--- config.mk ---
export PLATFORM = sky130hd
export DESIGN_NAME = uart_rx_fifo
export DESIGN_NICKNAME = d
export VERILOG_FILES = /design/src/rtl/uart_rx_fifo.sv
export SDC_FILE = /design/constraint.sdc
export NUM_CORES = 1
export LEC_CHECK = 0
export BUFFER_PORTS_ARGS = -buffer_cell sky130_fd_sc_hd__clkbuf_2
export CORE_UTILIZATION = 60
export DETAILED_ROUTE_END_ITERATION = 10
export PLACE_DENSITY_LB_ADDON = 0.15
export RECOVER_POWER = 50
export SETUP_SLACK_MARGIN = 0.4
export SLEW_MARGIN = 10
export SYNTH_ARGS = -nofsm -noshare
export SYNTH_HDL_FRONTEND = slang
export SYNTH_SLANG_ARGS = --single-unit
--- constraint.sdc ---
create_clock -name clk -period 3.11 [get_ports clk]
set_input_delay 0.1555 -clock clk [delete_from_list [all_inputs] [get_ports clk]]
set_output_delay 0.1555 -clock clk [all_outputs]
set_load 0.01 [all_outputs]
--- src/rtl/uart_rx_fifo.sv ---
// Receive-side byte FIFO (first-word-fall-through) fed by the UART RX done/byte strobe.
// Define UART_RX_FIFO_AF_EN to add the AF_THRESH parameter and the registered o_Almost_Full output.
module uart_rx_fifo #(
    parameter int unsigned DEPTH     = 16
`ifdef UART_RX_FIFO_AF_EN
    , parameter int unsigned AF_THRESH = 12
`endif
) (
    input  logic                         clk,
    input  logic                         reset_n,
    input  logic                         i_Rx_Done,
    input  logic [7:0]                   i_Rx_Byte,
    input  logic                         i_Rd_En,
    input  logic                         i_Clr_Overflow,
    output logic [7:0]                   o_Rd_Byte,
    output logic                         o_Empty,
    output logic                         o_Full,
    output logic [$clog2(DEPTH):0]       o_Count,
    output logic                         o_Overflow
`ifdef UART_RX_FIFO_AF_EN
    , output logic                       o_Almost_Full
`endif
);
    localparam int unsigned ADDR_W = $clog2(DEPTH);
    localparam int unsigned CNT_W  = ADDR_W + 1;

    logic [7:0]        mem [DEPTH];
    logic [ADDR_W-1:0] wr_ptr;
    logic [ADDR_W-1:0] rd_ptr;
    logic [CNT_W-1:0]  count;
    logic [CNT_W-1:0]  count_next;
    logic              rx_done_q;
    logic              armed;
    logic              push;
    logic              pop;
    logic              wr_en;
    logic              drop;

    // armed stays low for the first cycle after reset so a level already high at release is not a push
    always_comb begin
        push       = i_Rx_Done & ~rx_done_q & armed;
        pop        = i_Rd_En & ~o_Empty;
        wr_en      = push & (~o_Full | pop);
        drop       = push & o_Full & ~pop;
        count_next = count;
        case ({wr_en, pop})
            2'b10:   count_next = count + CNT_W'(1);
            2'b01:   count_next = count - CNT_W'(1);
            default: count_next = count;
        endcase
    end

    // Storage is not reset; a full-and-pop write lands on the slot being vacated
    always_ff @(posedge clk) begin
        if (wr_en) begin
            mem[wr_ptr] <= i_Rx_Byte;
        end
    end

    assign o_Rd_Byte = mem[rd_ptr];
    assign o_Count   = count;

    always_ff @(posedge clk or negedge reset_n) begin
        if (!reset_n) begin
            wr_ptr     <= '0;
            rd_ptr     <= '0;
            count      <= '0;
            rx_done_q  <= 1'b0;
            armed      <= 1'b0;
            o_Empty    <= 1'b1;
            o_Full     <= 1'b0;
            o_Overflow <= 1'b0;
        end else begin
            rx_done_q <= i_Rx_Done;
            armed     <= 1'b1;
            if (wr_en) begin
                wr_ptr <= wr_ptr + ADDR_W'(1);
            end
            if (pop) begin
                rd_ptr <= rd_ptr + ADDR_W'(1);
            end
            count   <= count_next;
            o_Empty <= (count_next == '0);
            o_Full  <= (count_next == CNT_W'(DEPTH));
            // a new drop outranks a simultaneous clear
            if (drop) begin
                o_Overflow <= 1'b1;
            end else if (i_Clr_Overflow) begin
                o_Overflow <= 1'b0;
            end
        end
    end

`ifdef UART_RX_FIFO_AF_EN
    always_ff @(posedge clk or negedge reset_n) begin
        if (!reset_n) begin
            o_Almost_Full <= 1'b0;
        end else begin
            o_Almost_Full <= (count_next >= CNT_W'(AF_THRESH));
        end
    end
`endif

endmodule

==> After elaboration in Yosys (flattened, before gate mapping) <==
Memory sizes are Yosys's and may differ from the RTL's.
Cells that the tools add are included.
{ "classes": {"add_sub_neg": 4, "n_eq_ne": 3, "mux": 5, "bitwise_logic": 11, "reduce_logical": 2} }
{ "op_table": {"columns": ["op", "count"], "rows": [
  ["one-hot mux 5 bit (2 select lines)", 1],
  ["adder 4 x 1 -> 4 bit (second input constant)", 2],
  ["bitwise AND 1 bit", 6],
  ["adder 5 x 1 -> 5 bit (second input constant)", 1],
  ["equality test 5 bit (second input constant)", 1],
  ["logical NOT 5 bit", 1],
  ["subtractor 5 x 1 -> 5 bit (second input constant)", 1],
  ["two-way mux 1 bit", 4],
  ["inverter 1 bit", 4],
  ["equality test 2 x 1 -> 1 bit (second input constant)", 1],
  ["equality test 2 bit (second input constant)", 1],
  ["nonzero test 2 bit", 1],
  ["OR 1 bit", 1]
]} }
{ "totals": {"reg_bits": 18, "mem_bits_rw": 128, "in_bits": 13, "mem_count": 1} }
{ "mem_list": {"columns": ["memory", "depth", "word_bits", "read_ports", "rd_clocked_by_memory_dff", "wr", "line", "source"], "rows": [
  ["mem", 16, 8, 1, 0, 1, "27", "logic [7:0] mem [DEPTH];"]
]} }

==> Logic depth before layout (Yosys ltp) <==
Gate-level depths: netlist of the first run.
{ "depth": {"depth_word": 7, "depth_mapped": 12} }

==> Worst setup path before layout of the first run <==
OpenSTA, ideal clock, no wires.
{ "synth_timing": {"kind": "register to register", "startpoint": "reg o_Empty", "endpoint": "reg o_Full", "setup_ps": 73, "arrival_ps": 2522, "t_required_ps": 3037, "setup_slack_ps": 516, "stages_incl_launch_ff": 13, "n_path_buf": 1, "period_less_slack_ps": 2594, "cell_sequence": "dfstp_2 -> nand2b_1 -> a21oi_2 -> inv_1 -> ha_1 -> buf_2 -> xor2_1 -> ha_1 -> a21oi_1 -> mux2i_1 -> xnor2_1 -> a211o_1 -> nor2b_1"} }
{ "synth_via": {"elab_chain_cells": 7} }
{ "synth_rtl": {"columns": ["element", "line", "source"], "rows": [
  ["start: declaration", "16", "output logic o_Empty,"],
  ["start signal: assignment", "83", "o_Empty <= (count_next == '0);"],
  ["inverter 1 bit (*)", "42", "pop = i_Rd_En & ~o_Empty;"],
  ["bitwise AND 1 bit (*)", "42", null],
  ["OR 1 bit", "43", "wr_en = push & (~o_Full | pop);"],
  ["bitwise AND 1 bit", "43", null],
  ["equality test 2 x 1 -> 1 bit or equality test 2 bit (tied branches)", "46", "case ({wr_en, pop})"],
  ["one-hot mux 5 bit (2 select lines) (*)", "46", null],
  ["net count_next[2]", "31", "logic [CNT_W-1:0] count_next;"],
  ["equality test 5 bit (*)", "84", "o_Full <= (count_next == CNT_W'(DEPTH));"],
  ["end signal: assignment", "84", null],
  ["end: declaration", "17", "output logic o_Full,"]
]} }
The timed path passes the listed nets; every way through them passes the cells marked *.
A chain may end at the register's enable or synchronous reset.

==> Worst setup path after layout of the first run <==
{ "layout_timing": {"startpoint": "reg rd_ptr[0]", "endpoint": "out o_Rd_Byte[4]"} }
{ "layout_via": {"elab_chain_cells": 1} }
{ "layout_rtl": {"columns": ["element", "line", "source"], "rows": [
  ["start: declaration", "29", "logic [ADDR_W-1:0] rd_ptr;"],
  ["start signal: assignment", "80", "rd_ptr <= rd_ptr + ADDR_W'(1);"],
  ["memory (16 x 8 bit)", null, null],
  ["end: declaration", "15", "output logic [7:0] o_Rd_Byte,"]
]} }
No other way between the ends.

==> metrics.md, run 1 <==
| Metric | Value |
|---|---|
| Delay-heaviest family, CP | `multiplexers` |
| Vias per cell | `~5.8` |
| Mapped cell area | `approximately 6000 µm²` |
| R2r setup slk | `~0.55 ns` |
| # DRC | `0` |
| Worst Hold Class | `in -> reg` |
| Final WL | `11000 µm` |
| Sequential Area | `between 4000 and 5000 µm²` |
| Critical path class | `reg -> out` |
| Clk root buf | `clkbuf_8` |
| Via count | `2873` |
| Diode count | `0` |
| Layout area overhead | `16.9%` |
| TritonCTS clock tree | `built` |
| Num rows | `36` |
| Commonest non-fill, non-tap cell in the layout | `edfxtp_1` |
| VDD IR max | `0.576 mV` |
| Final hold violations | `0` |
| Tcrit/Tclk final | `83.6%` |
| Post-synthesis cell type count | `36` |
| Initial antenna violation count | `0` |
| Nets | `between 300 and 400` |
| Crit path setup slack, layout | `approximately 0.51 ns` |
| Setup TNS Final | `0 ns` |
| Synth Warn # | `0` |
| CTS Buffer Depth | `2` |
| Initial cell density of the core | `between 60% and 70%` |
| Worst-Skew Late Latency | `between 0.5 and 0.6 ns` |
| Avg Inst Size Synth | `about 20 µm²` |
| Dpl ws | `around 0.33 ns` |
| Die Y-Extent | `102 µm` |
| Router iterations before antenna repair | `5` |
| Largest net degree at the start of global routing | `35` |
| Sequential share of the synthesized area | `between 70% and 80%` |
| Critical path peak fanout | `10` |
| Htree depth | `4` |
| Routability congestion estimate | `about 0.74` |
| DP Wirelength | `between 6000 and 7000 µm` |
| Critical Path Sink Type | `primary output` |
| Maxcap violations | `0` |
| IO Count | `29` |
| Gr ovfl total | `0` |
| Commonest non-fill, non-tap cells in the layout | `edfxtp_1 (128), mux4_1 (30), buf_4 (21)` |
| Slew at the pin closest to its max-slew limit | `1.01 ns` |
| Multi-input logic area | `~1600 µm²` |
| Total CTS buffers | `17` |
| CP Launch Type | `flip-flop` |
| Cell leakage power | `about 0.0025 µW` |
| Antenna viol nets, final | `0` |
| Worst path bufs/invs | `2` |
| Cell count after synthesis | `295` |
| Synthesized Nets | `approximately 320` |
| Post-Route Skew | `approximately 0.009 ns` |
| Register bit total from synthesis | `around 150` |
| Cell breakdown of the critical path | `buf_4 -> mux4_1 -> mux4_2 -> clkbuf_2` |
| Clock sink count | `around 150` |
| Gr usage total | `approximately a quarter` |
| 1st-iter DRT viols | `roughly 170` |
| Avg WL per Cell | `between 20 and 25 µm` |
| # fillers | `a little over 600` |
| First-pass GRT wire length | `approximately 16000 µm` |
| Core Region | `slightly below 10000 µm²` |
| Slowest CP cell | `mux4_1` |
| Final setup fails | `0` |
| Fraction of layout cells with a size suffix above 1 | `22.3%` |
| DIE WIDTH | `slightly above 100 µm` |
| Clock transition at path regs | `0.06 ns` |
| PortBufs | `28` |
| CP arrival | `around 2.5 ns` |
| Number of global-route vias before repair | `between 2000 and 3000` |
| Crit path time final | `between 2 and 3 ns` |
| Slew headroom | `between 30% and 40%` |
| Worst EP required | `2.95 ns` |
| Final slew viol count | `0` |
| F_max | `a little under 0.4 GHz` |
| RSZ-0062 raised after global routing | `no` |
| Status | `finished clean` |
| Full die area | `10400 µm²` |
| Slowest stage delay, CP | `between 0.5 and 0.6 ns` |
| Pwr Density | `around 860 nW/µm²` |
==> cells in the mapped netlist <==
cell type / instances / area, µm²
a211o_1: 1 / 8.76
a21oi_1: 4 / 20.0
a21oi_2: 1 / 8.76
and3b_1: 1 / 8.76
buf_1: 2 / 7.51
buf_2: 1 / 5.00
buf_6: 3 / 33.8
buf_8: 1 / 15.0
clkbuf_1: 10 / 37.5
conb_1: 1 / 3.75
dfrtp_1: 17 / 425
dfstp_2: 1 / 26.3
edfxtp_1: 128 / 3840
ha_1: 8 / 100
inv_1: 6 / 22.5
mux2_2: 2 / 22.5
mux2i_1: 1 / 10.0
mux4_1: 30 / 788
mux4_2: 10 / 225
nand2_1: 12 / 45.0
nand2b_1: 3 / 18.8
nand3_1: 2 / 10.0
nand3b_1: 3 / 22.5
nand4_1: 2 / 12.5
nor2_1: 19 / 71.3
nor2b_1: 2 / 12.5
nor3_1: 4 / 20.0
nor3b_1: 1 / 7.51
o2111ai_1: 1 / 8.76
o21a_1: 1 / 7.51
o21ai_0: 3 / 15.0
o221ai_1: 1 / 8.76
o22ai_1: 1 / 6.26
o41ai_1: 1 / 8.76
xnor2_1: 9 / 78.8
xor2_1: 2 / 17.5
==> worst paths after layout <==
check,from,endpoint,cells after the start
worst max-delay path,rd_ptr[0],o_Rd_Byte[4],4
worst min-delay path,i_Rx_Byte[5],mem[7][5],1
worst max register to register,o_Empty,o_Empty,10
worst min register to register,rd_ptr[1],rd_ptr[1],2
max in group asynchronous,reset_n,rd_ptr[0],2
min in group asynchronous,reset_n,o_Overflow,2
==> logic make-up (layout without fill, tap and decap cells) <==
group / after synthesis / in the layout / synth area share (%)
buffers and inverters: 23 / 91 / 2.03
and+or+nand+nor: 49 / 49 / 3.83
adders and majority gates: 8 / 8 / 1.67
xor gates and xnor gates: 11 / 11 / 1.61
other: 1 / 1 / 0.0627
DFF: 146 / 146 / 71.8
muxes: 43 / 43 / 17.5
AOI/OAI and AO/OA: 14 / 14 / 1.55
==> cell type report <==
class	count	share of cell area, %
Tap cell	133	2.38
Timing Repair Buffer	55	4.95
Inverter	6	0.322
Clock inverter	11	2.34
Clock buffer	19	6.03
Multi-Input combinational cell	126	22.5
Sequential cell	146	61.4
==> registers in the layout (all words and copies together), names as in the netlist <==
| signal | cells |
|---|---|
| armed | 1 |
| mem | 128 |
| o_Count | 5 |
| o_Empty | 1 |
| o_Full | 1 |
| o_Overflow | 1 |
| rd_ptr | 4 |
| rx_done_q | 1 |
| wr_ptr | 4 |
==> metrics by stage <==
stage / utilization [%] / hold slack (ns) / power [µW] / std cells / cell area [µm²]
after floorplan: - / -0.140 / 3620 / 295 / 5980
after global placement: 65.3 / 0.123 / 3990 / 459 / 6360
after detailed placement: 65.3 / 0.127 / 4020 / 459 / 6360
after CTS: 71.9 / 0.0274 / 6050 / 494 / 7000
after global routing: 71.9 / 0.148 / 6270 / 496 / 7000
final: 71.9 / 0.145 / 6000 / 496 / 7000
==> per-layer routing <==
layer | global-route usage (%) | wire length, µm | vias to the layer above
li1 | - | - | 1315
met1 | 33.7 | 4720 | 1451
met2 | 36.1 | 5440 | 98
met3 | 6.70 | 761 | 9
met4 | 9.12 | 113 | 0
met5 | 0 | 0 | -
==> report_power, final <==
part,switching (µW),total [µW],internal [µW],leakage (µW)
Sequential,223,2500,2280,0.00137
Combinational,686,1490,809,0.000812
Clock,718,2010,1290,0.000285
Total,1630,6000,4370,0.00246
==> what timing repair did <==
| action | in CTS | in global routing |
|---|---|---|
| buffers inserted | 2 | 1 |
| endpoints found under the setup margin | 9 | 2 |
| hold buffers | 3 | 1 |
| endpoints found under the hold margin | 20 | 1 |
| gates resized for setup | 2 | 2 |
| pin swaps | 1 | 1 |
Power figures use the tool's default switching activity.
==> inputs of run 2 (changes only) <==
--- a/config.mk
+++ b/config.mk
@@ -6,7 +6,7 @@
 export NUM_CORES = 1
 export LEC_CHECK = 0
 export BUFFER_PORTS_ARGS = -buffer_cell sky130_fd_sc_hd__clkbuf_2
-export CORE_UTILIZATION = 60
+export CORE_UTILIZATION = 55
 export DETAILED_ROUTE_END_ITERATION = 10
 export PLACE_DENSITY_LB_ADDON = 0.15
 export RECOVER_POWER = 50
==> constraint.sdc (replaced) <==
create_clock -name clk -period 2.2 [get_ports clk]
set_input_delay 0.11 -clock clk [delete_from_list [all_inputs] [get_ports clk]]
set_output_delay 0.11 -clock clk [all_outputs]
set_load 0.01 [all_outputs]
==> run 2 against run 1 <==
Against the previous run: the flow now finishes with violations (negative setup slack); sequential share of layout area decreased by 4.3 points; first-iteration DRC count increased by 31%; final area increased by 7.4%; register-to-register slack got worse by 0.64 ns; critical endpoint is now o_Rd_Byte[6]; largest power group unchanged; total power increased by 51%; clock skew decreased by 0.0032 ns; combinational power increased by 88%; flip-flop and latch count unchanged; hold slack got worse by 0.028 ns.
==> metrics.md, run 2 (synthesized netlist as in run 1, its figures left out) <==
| Metric | Value |
|---|---|
| Full die area | `11300 µm² (+8.9%)` |
| Post-placement cell area | `6580 µm² (+3.6%)` |
| # placed instances | `481 (+4.8%)` |
| Clock transition at path regs | `0.06 ns (about the same)` |
| Worst-Skew Late Latency | `0.52 ns (about the same)` |
| Layout area overhead | `25.6%` |
| Final setup fails | `10 (+10)` |
| Worst Hold Class | `in -> reg` |
| Final hold violations | `0 (unchanged)` |
| Gr ovfl total | `0 (unchanged)` |
| Commonest non-fill, non-tap cells in the layout | `edfxtp_1 (128), buf_4 (32), mux4_2 (29)` |
| Total CTS buffers | `17 (unchanged)` |
| Num rows | `37 (+2.8%)` |
| Post-Route Skew | `0.00605 ns (-0.00318 ns)` |
| IO Count | `29 (unchanged)` |
| Diode count | `0 (unchanged)` |
| Failing checks | `negative setup slack` |
| Dpl ws | `-0.0935 ns (-0.422 ns)` |
| Setup TNS Final | `-2.36 ns (-2.36 ns)` |
| CTS Buffer Depth | `2 (unchanged)` |
| 1st-iter DRT viols | `221 (+31%)` |
| Pwr Density | `1210 nW/µm² (+41%)` |
| CP arrival | `2.41 ns (-0.04 ns)` |
| Multi-input logic area | `1700 µm² (+7.7%)` |
| CP Launch Type | `flip-flop` |
| Avg WL per Cell | `22.6 µm (+1.5%)` |
| Critical Path Sink Type | `primary output` |
| Slew headroom | `34.1% (+1.7 points)` |
| DP Wirelength | `7130 µm (+2.3%)` |
| Critical path peak fanout | `11 (+1)` |
| Maxcap violations | `0 (unchanged)` |
| Largest net degree at the start of global routing | `36 (+2.9%)` |
| Htree depth | `4 (unchanged)` |
| VDD IR max | `0.806 mV (+40%)` |
| Reg with most FFs | `mem` |
| RSZ-0062 raised after global routing | `yes` |
| Fraction of layout cells with a size suffix above 1 | `40.1% (+18 points)` |
| Crit path setup slack, layout | `-0.317 ns (-0.826 ns)` |
| Initial antenna violation count | `0 (unchanged)` |
| Crit path time final | `2.52 ns` |
| Largest register FFs | `128 (unchanged)` |
| PortBufs | `28 (unchanged)` |
| Vias per cell | `5.69 (-1.7%)` |
| Number of global-route vias before repair | `3142 (+9.7%)` |
| Nets | `407 (+9.1%)` |
| First-pass GRT wire length | `18500 µm (+12%)` |
| Worst EP required | `2.09 ns (-0.86 ns)` |
| Clk root buf | `clkbuf_8` |
| Initial cell density of the core | `57.5% (-4.1 points)` |
| Final WL | `12100 µm (+9.4%)` |
| Commonest non-fill, non-tap cell in the layout | `edfxtp_1` |
| F_max | `approximately 0.40 GHz` |
| Critical path class | `reg -> out` |
| Clock sink count | `146 (unchanged)` |
| Tcrit/Tclk final | `114%` |
| Via count | `3046 (+6.0%)` |
| Status | `finished, violations left` |
| Cell leakage power | `0.00265 µW (+7.4%)` |
| Router iterations before antenna repair | `4 (-1)` |
| DIE WIDTH | `106 µm (+4.4%)` |
| Die Y-Extent | `106 µm (+4.4%)` |
| Fin cells | `535 (+7.9%)` |
| Final slew viol count | `0 (unchanged)` |
| Antenna viol nets, final | `0 (unchanged)` |
| Gr usage total | `23.6% (-0.23 points)` |
| TritonCTS clock tree | `built` |
| Design Area, Final | `7510 µm² (+7.4%)` |
| # fillers | `632 (+2.1%)` |
| Slew at the pin closest to its max-slew limit | `0.989 ns (-0.0256 ns)` |
| Routability congestion estimate | `0.789 (+6.8%)` |
| # DRC | `0 (unchanged)` |
| Core Region | `10400 µm² (+7.1%)` |
| Sequential Area | `4300 µm² (about the same)` |
-- run 2: final cells by class --
| cell class | instances | area share [%] |
|---|---|---|
| clock inverters | 12 | 1.78 |
| inverters | 6 | 0.300 |
| clock buffers | 20 | 5.66 |
| well taps | 136 | 2.26 |
| repair buffers | 89 | 10.2 |
| multi-input cells | 126 | 22.6 |
| flip-flops and latches | 146 | 57.2 |
-- run 2: timing repair --
action,in CTS,in global routing
pin swaps,6,5
hold buffers,9,0
gates cloned,2,0
buffers inserted,10,1
hold endpoints to repair,86,0
resized for setup,40,32
endpoints found under the setup margin,45,140
-- run 2: worst paths after layout --
path                               from            to  slack [ns]  depth (start not counted)
hold / removal             i_Rx_Byte[1]     mem[1][1]        0.12                          1
max in group asynchronous       reset_n     rd_ptr[0]        1.22                          2
setup reg to reg              rx_done_q        o_Full       -0.09                         11
setup / recovery              rd_ptr[0]  o_Rd_Byte[6]       -0.32                          4
min in group asynchronous       reset_n    o_Overflow        0.31                          2
hold reg to reg              o_Count[4]    o_Count[4]        0.62                          1
-- run 2: report_power, final --
group | internal [µW] | total [µW] | switching (µW)
Combinational | 1550 | 2800 | 1240
Sequential | 3220 | 3580 | 367
Clock | 1620 | 2690 | 1080
Total | 6390 | 9070 | 2680
-- run 2: routing by layer --
layer / vias to the layer above / GRT usage (%) / wire [µm]
li1: 1379 / - / -
met3: 20 / 5.46 / 730
met5: - / 0 / 0
met4: 0 / 11.0 / 254
met1: 1548 / 33.4 / 5280
met2: 99 / 35.3 / 5810
-- run 2: worst max-delay path, stage by stage, from the launching register on --
cell and delay (ns):
dfrtp_2 0.45, buf_12 0.18, mux4_1 0.58, mux4_2 0.52
clkbuf_2 0.15
-- run 2: stage by stage --
step / util (%) / power, µW / hold WS (ns)
after floorplan: - / 5160 / -0.186
after global placement: 63.2 / 5870 / 0.0753
after detailed placement: 63.2 / 5890 / 0.0805
after CTS: 71.0 / 9000 / 0.00962
after global routing: 72.1 / 9460 / 0.149
final: 72.1 / 9070 / 0.117
==> inputs of run 3 (changes only) <==
--- a/config.mk
+++ b/config.mk
@@ -6,6 +6,7 @@
 export NUM_CORES = 1
 export LEC_CHECK = 0
 export BUFFER_PORTS_ARGS = -buffer_cell sky130_fd_sc_hd__clkbuf_2
+export CORE_MARGIN = 2
 export CORE_UTILIZATION = 55
 export DETAILED_ROUTE_END_ITERATION = 10
 export PLACE_DENSITY_LB_ADDON = 0.15
==> run 3 against run 2 <==
Against the previous run: the run still ends with negative setup slack left; die area rose by 3.8%; sequential share of layout area fell by 0.13 points; register-to-register slack got worse by 0.05 ns; cell count fell by 1.9%; sequential power barely moved; non-clock buffer count fell by 14; critical endpoint is now o_Rd_Byte[5]; count of clock-buffer cells in the layout fell by 2.
==> metrics.md, run 3 (synthesized netlist as in run 1, its figures left out) <==
| Metric | Value |
|---|---|
| Status | `finished, violations left` |
| Failing checks | `negative setup slack` |
| IO Count | `29 (unchanged)` |
| Worst-Skew Late Latency | `0.52 ns (about the same)` |
| Antenna viol nets, final | `0 (unchanged)` |
| 1st-iter DRT viols | `217 (-1.8%)` |
| Diode count | `0 (unchanged)` |
| Htree depth | `4 (unchanged)` |
| Post-placement cell area | `6470 µm² (-1.8%)` |
| CTS Buffer Depth | `2 (unchanged)` |
| R2R depth | `10 (-1)` |
| Fraction of layout cells with a size suffix above 1 | `37.4% (-2.7 points)` |
| Maxcap violations | `0 (unchanged)` |
| Slew headroom | `36.2% (+2.2 points)` |
| Slowest stage delay, CP | `0.55 ns (-0.03 ns)` |
| Nets | `393 (-3.4%)` |
| Final WL | `12200 µm (+1.3%)` |
| WHS Path Cells | `4 (+3)` |
| Post-Route Skew | `0.0113 ns (+0.00523 ns)` |
| Design Area, Final | `7530 µm² (+0.23%)` |
| Worst Hold Class | `in -> reg` |
| Initial cell density of the core | `55.7% (-1.8 points)` |
| Number of global-route vias before repair | `3079 (-2.0%)` |
| Tcrit/Tclk final | `115% (+0.74 points)` |
| Crit path setup slack, layout | `-0.334 ns (-0.0162 ns)` |
| Cell leakage power | `0.00262 µW (-0.95%)` |
| Reg2reg end | `o_Empty` |
| PortBufs | `28 (unchanged)` |
| Largest net degree at the start of global routing | `36 (unchanged)` |
| Critical Path Sink Type | `primary output` |
| Total power draw | `9180 µW (+1.2%)` |
| Sw frac | `29.5% (-0.066 points)` |
| Dpl ws | `-0.0466 ns (+0.0469 ns)` |
| Final setup fails | `10 (unchanged)` |
| Avg WL per Cell | `23.3 µm (+3.3%)` |
| RSZ-0062 raised after global routing | `yes` |
| Full die area | `11700 µm² (+3.8%)` |
| Final slew viol count | `0 (unchanged)` |
| TritonCTS clock tree | `built` |
| Vias per cell | `5.73 (+0.57%)` |
| Initial antenna violation count | `0 (unchanged)` |
| # placed instances | `472 (-1.9%)` |
| Hold Path Sink | `o_Overflow` |
| Reg with most FFs | `mem` |
| CP arrival | `2.42 ns (about the same)` |
| Num rows | `38 (+2.7%)` |
| Die Y-Extent | `108 µm (+1.9%)` |
| Commonest non-fill, non-tap cells in the layout | `edfxtp_1 (128), mux4_2 (20), mux4_1 (20)` |
| Pwr Density | `1220 nW/µm² (+0.95%)` |
| R2r setup slk | `-0.14 ns (-0.05 ns)` |
| DIE WIDTH | `108 µm (+1.9%)` |
| Fin cells | `525 (-1.9%)` |
| Gr usage total | `21.7% (-1.9 points)` |
| DP Wirelength | `7100 µm (-0.46%)` |
| Seq pwr share | `38.7% (-0.8 points)` |
| Sw power | `2710 µW (+0.96%)` |
| Via count | `3006 (-1.3%)` |
| Gr ovfl total | `0 (unchanged)` |
| Total CTS buffers | `17 (unchanged)` |
| Slew at the pin closest to its max-slew limit | `0.957 ns (-0.0326 ns)` |
| Worst hold start | `i_Rx_Done` |
| FF-to-FF Start | `o_Empty` |
| Comb power frac | `30.3% (-0.5 points)` |
| Router iterations before antenna repair | `4 (unchanged)` |
| Slowest CP cell | `mux4_1` |
| Final hold violations | `0 (unchanged)` |
| Clock transition at path regs | `0.07 ns (about the same)` |
| First-pass GRT wire length | `17500 µm (-5.2%)` |
| Cell breakdown of the critical path | `buf_12 -> clkbuf_16 -> mux4_1 -> mux4_2 -> clkbuf_2` |
| Clock power share | `31.0% (+1.3 points)` |
| Clk root buf | `clkbuf_8` |
| Largest register FFs | `128 (unchanged)` |
| Critical path class | `reg -> out` |
| Critical path peak fanout | `7 (-4)` |
| # DRC | `0 (unchanged)` |
| VDD IR max | `0.760 mV (-5.7%)` |
| CP Launch Type | `flip-flop` |
| Layout area overhead | `25.9%` |
| Commonest non-fill, non-tap cell in the layout | `edfxtp_1` |
| Worst EP required | `2.09 ns (about the same)` |
| F_max | `0.395 GHz (-0.64%)` |
| Clock sink count | `146 (unchanged)` |
| P_int | `6470 µW (+1.3%)` |
| Core Region | `10700 µm² (+3.2%)` |
| Routability congestion estimate | `0.806 (+2.2%)` |
| Crit path time final | `2.53 ns (+0.0162 ns)` |
run 3: cell type report:
| cell class | count | area, µm² |
|---|---|---|
| fillers | 681 | 3210 |
| inverters | 6 | 22.5 |
| well taps | 140 | 175 |
| repair buffers | 75 | 662 |
| clock buffers | 18 | 418 |
| clock inverters | 14 | 178 |
| flip-flops and latches | 146 | 4300 |
| multi-input cells | 126 | 1780 |
run 3: worst max path at each step:
stage / start / endpoint / slack, ns / cells past startpoint
after floorplan: rx_done_q / o_Full / -0.09 / 12
after global placement: rx_done_q / o_Full / 0.02 / 11
after detailed placement: rx_done_q / o_Empty / -0.05 / 11
after CTS: rd_ptr[0] / o_Rd_Byte[4] / -0.31 / 4
after global routing: rd_ptr[0] / o_Rd_Byte[4] / -0.39 / 4
final: rd_ptr[0] / o_Rd_Byte[5] / -0.33 / 5
run 3: per-stage QoR:
step | util, % | hold slack [ns] | TNS, ns
2_1_floorplan | - | -0.186 | -0.159
3_3_place_gp | 60.2 | 0.0781 | 0
3_5_place_dp | 60.2 | 0.0843 | -0.0878
4_1_cts | 68.9 | 0.000772 | -2.43
5_1_grt | 70.1 | 0.102 | -3.38
6_report | 70.1 | 0.0778 | -2.56
run 3: layer usage:
| metal | vias up | share of wire, % | global-route usage (%) |
|---|---|---|---|
| met5 | - | 0 | 0 |
| met4 | 0 | 1.2 | 9.98 |
| met3 | 17 | 6.8 | 4.40 |
| met2 | 100 | 51 | 35.3 |
| met1 | 1537 | 41 | 28.5 |
| li1 | 1352 | - | - |
run 3: power groups by stage:
| stage | clock (µW) | combinational [µW] | sequential [µW] |
|---|---|---|---|
| 2_1_floorplan | 0 | 1770 | 3390 |
| 3_3_place_gp | 0 | 2240 | 3540 |
| 3_5_place_dp | 0 | 2280 | 3550 |
| 4_1_cts | 2890 | 2510 | 3500 |
| 5_1_grt | 3010 | 2990 | 3570 |
| 6_report | 2850 | 2780 | 3550 |
run 3: worst max-delay path, delay by kind of cell, from the launching register on:
family / cells / cell delay (ns)
buffers and inverters: 3 / 0.44
flip-flops: 1 / 0.42
multiplexers: 2 / 1.03
run 3: timing repair:
action	CTS	global route
hold buffers	7	0
endpoints found under the setup margin	81	97
resized for setup	55	29
pin swaps	9	7
endpoints found under the hold margin	54	0
gates cloned	0	2
setup buffers	10	2
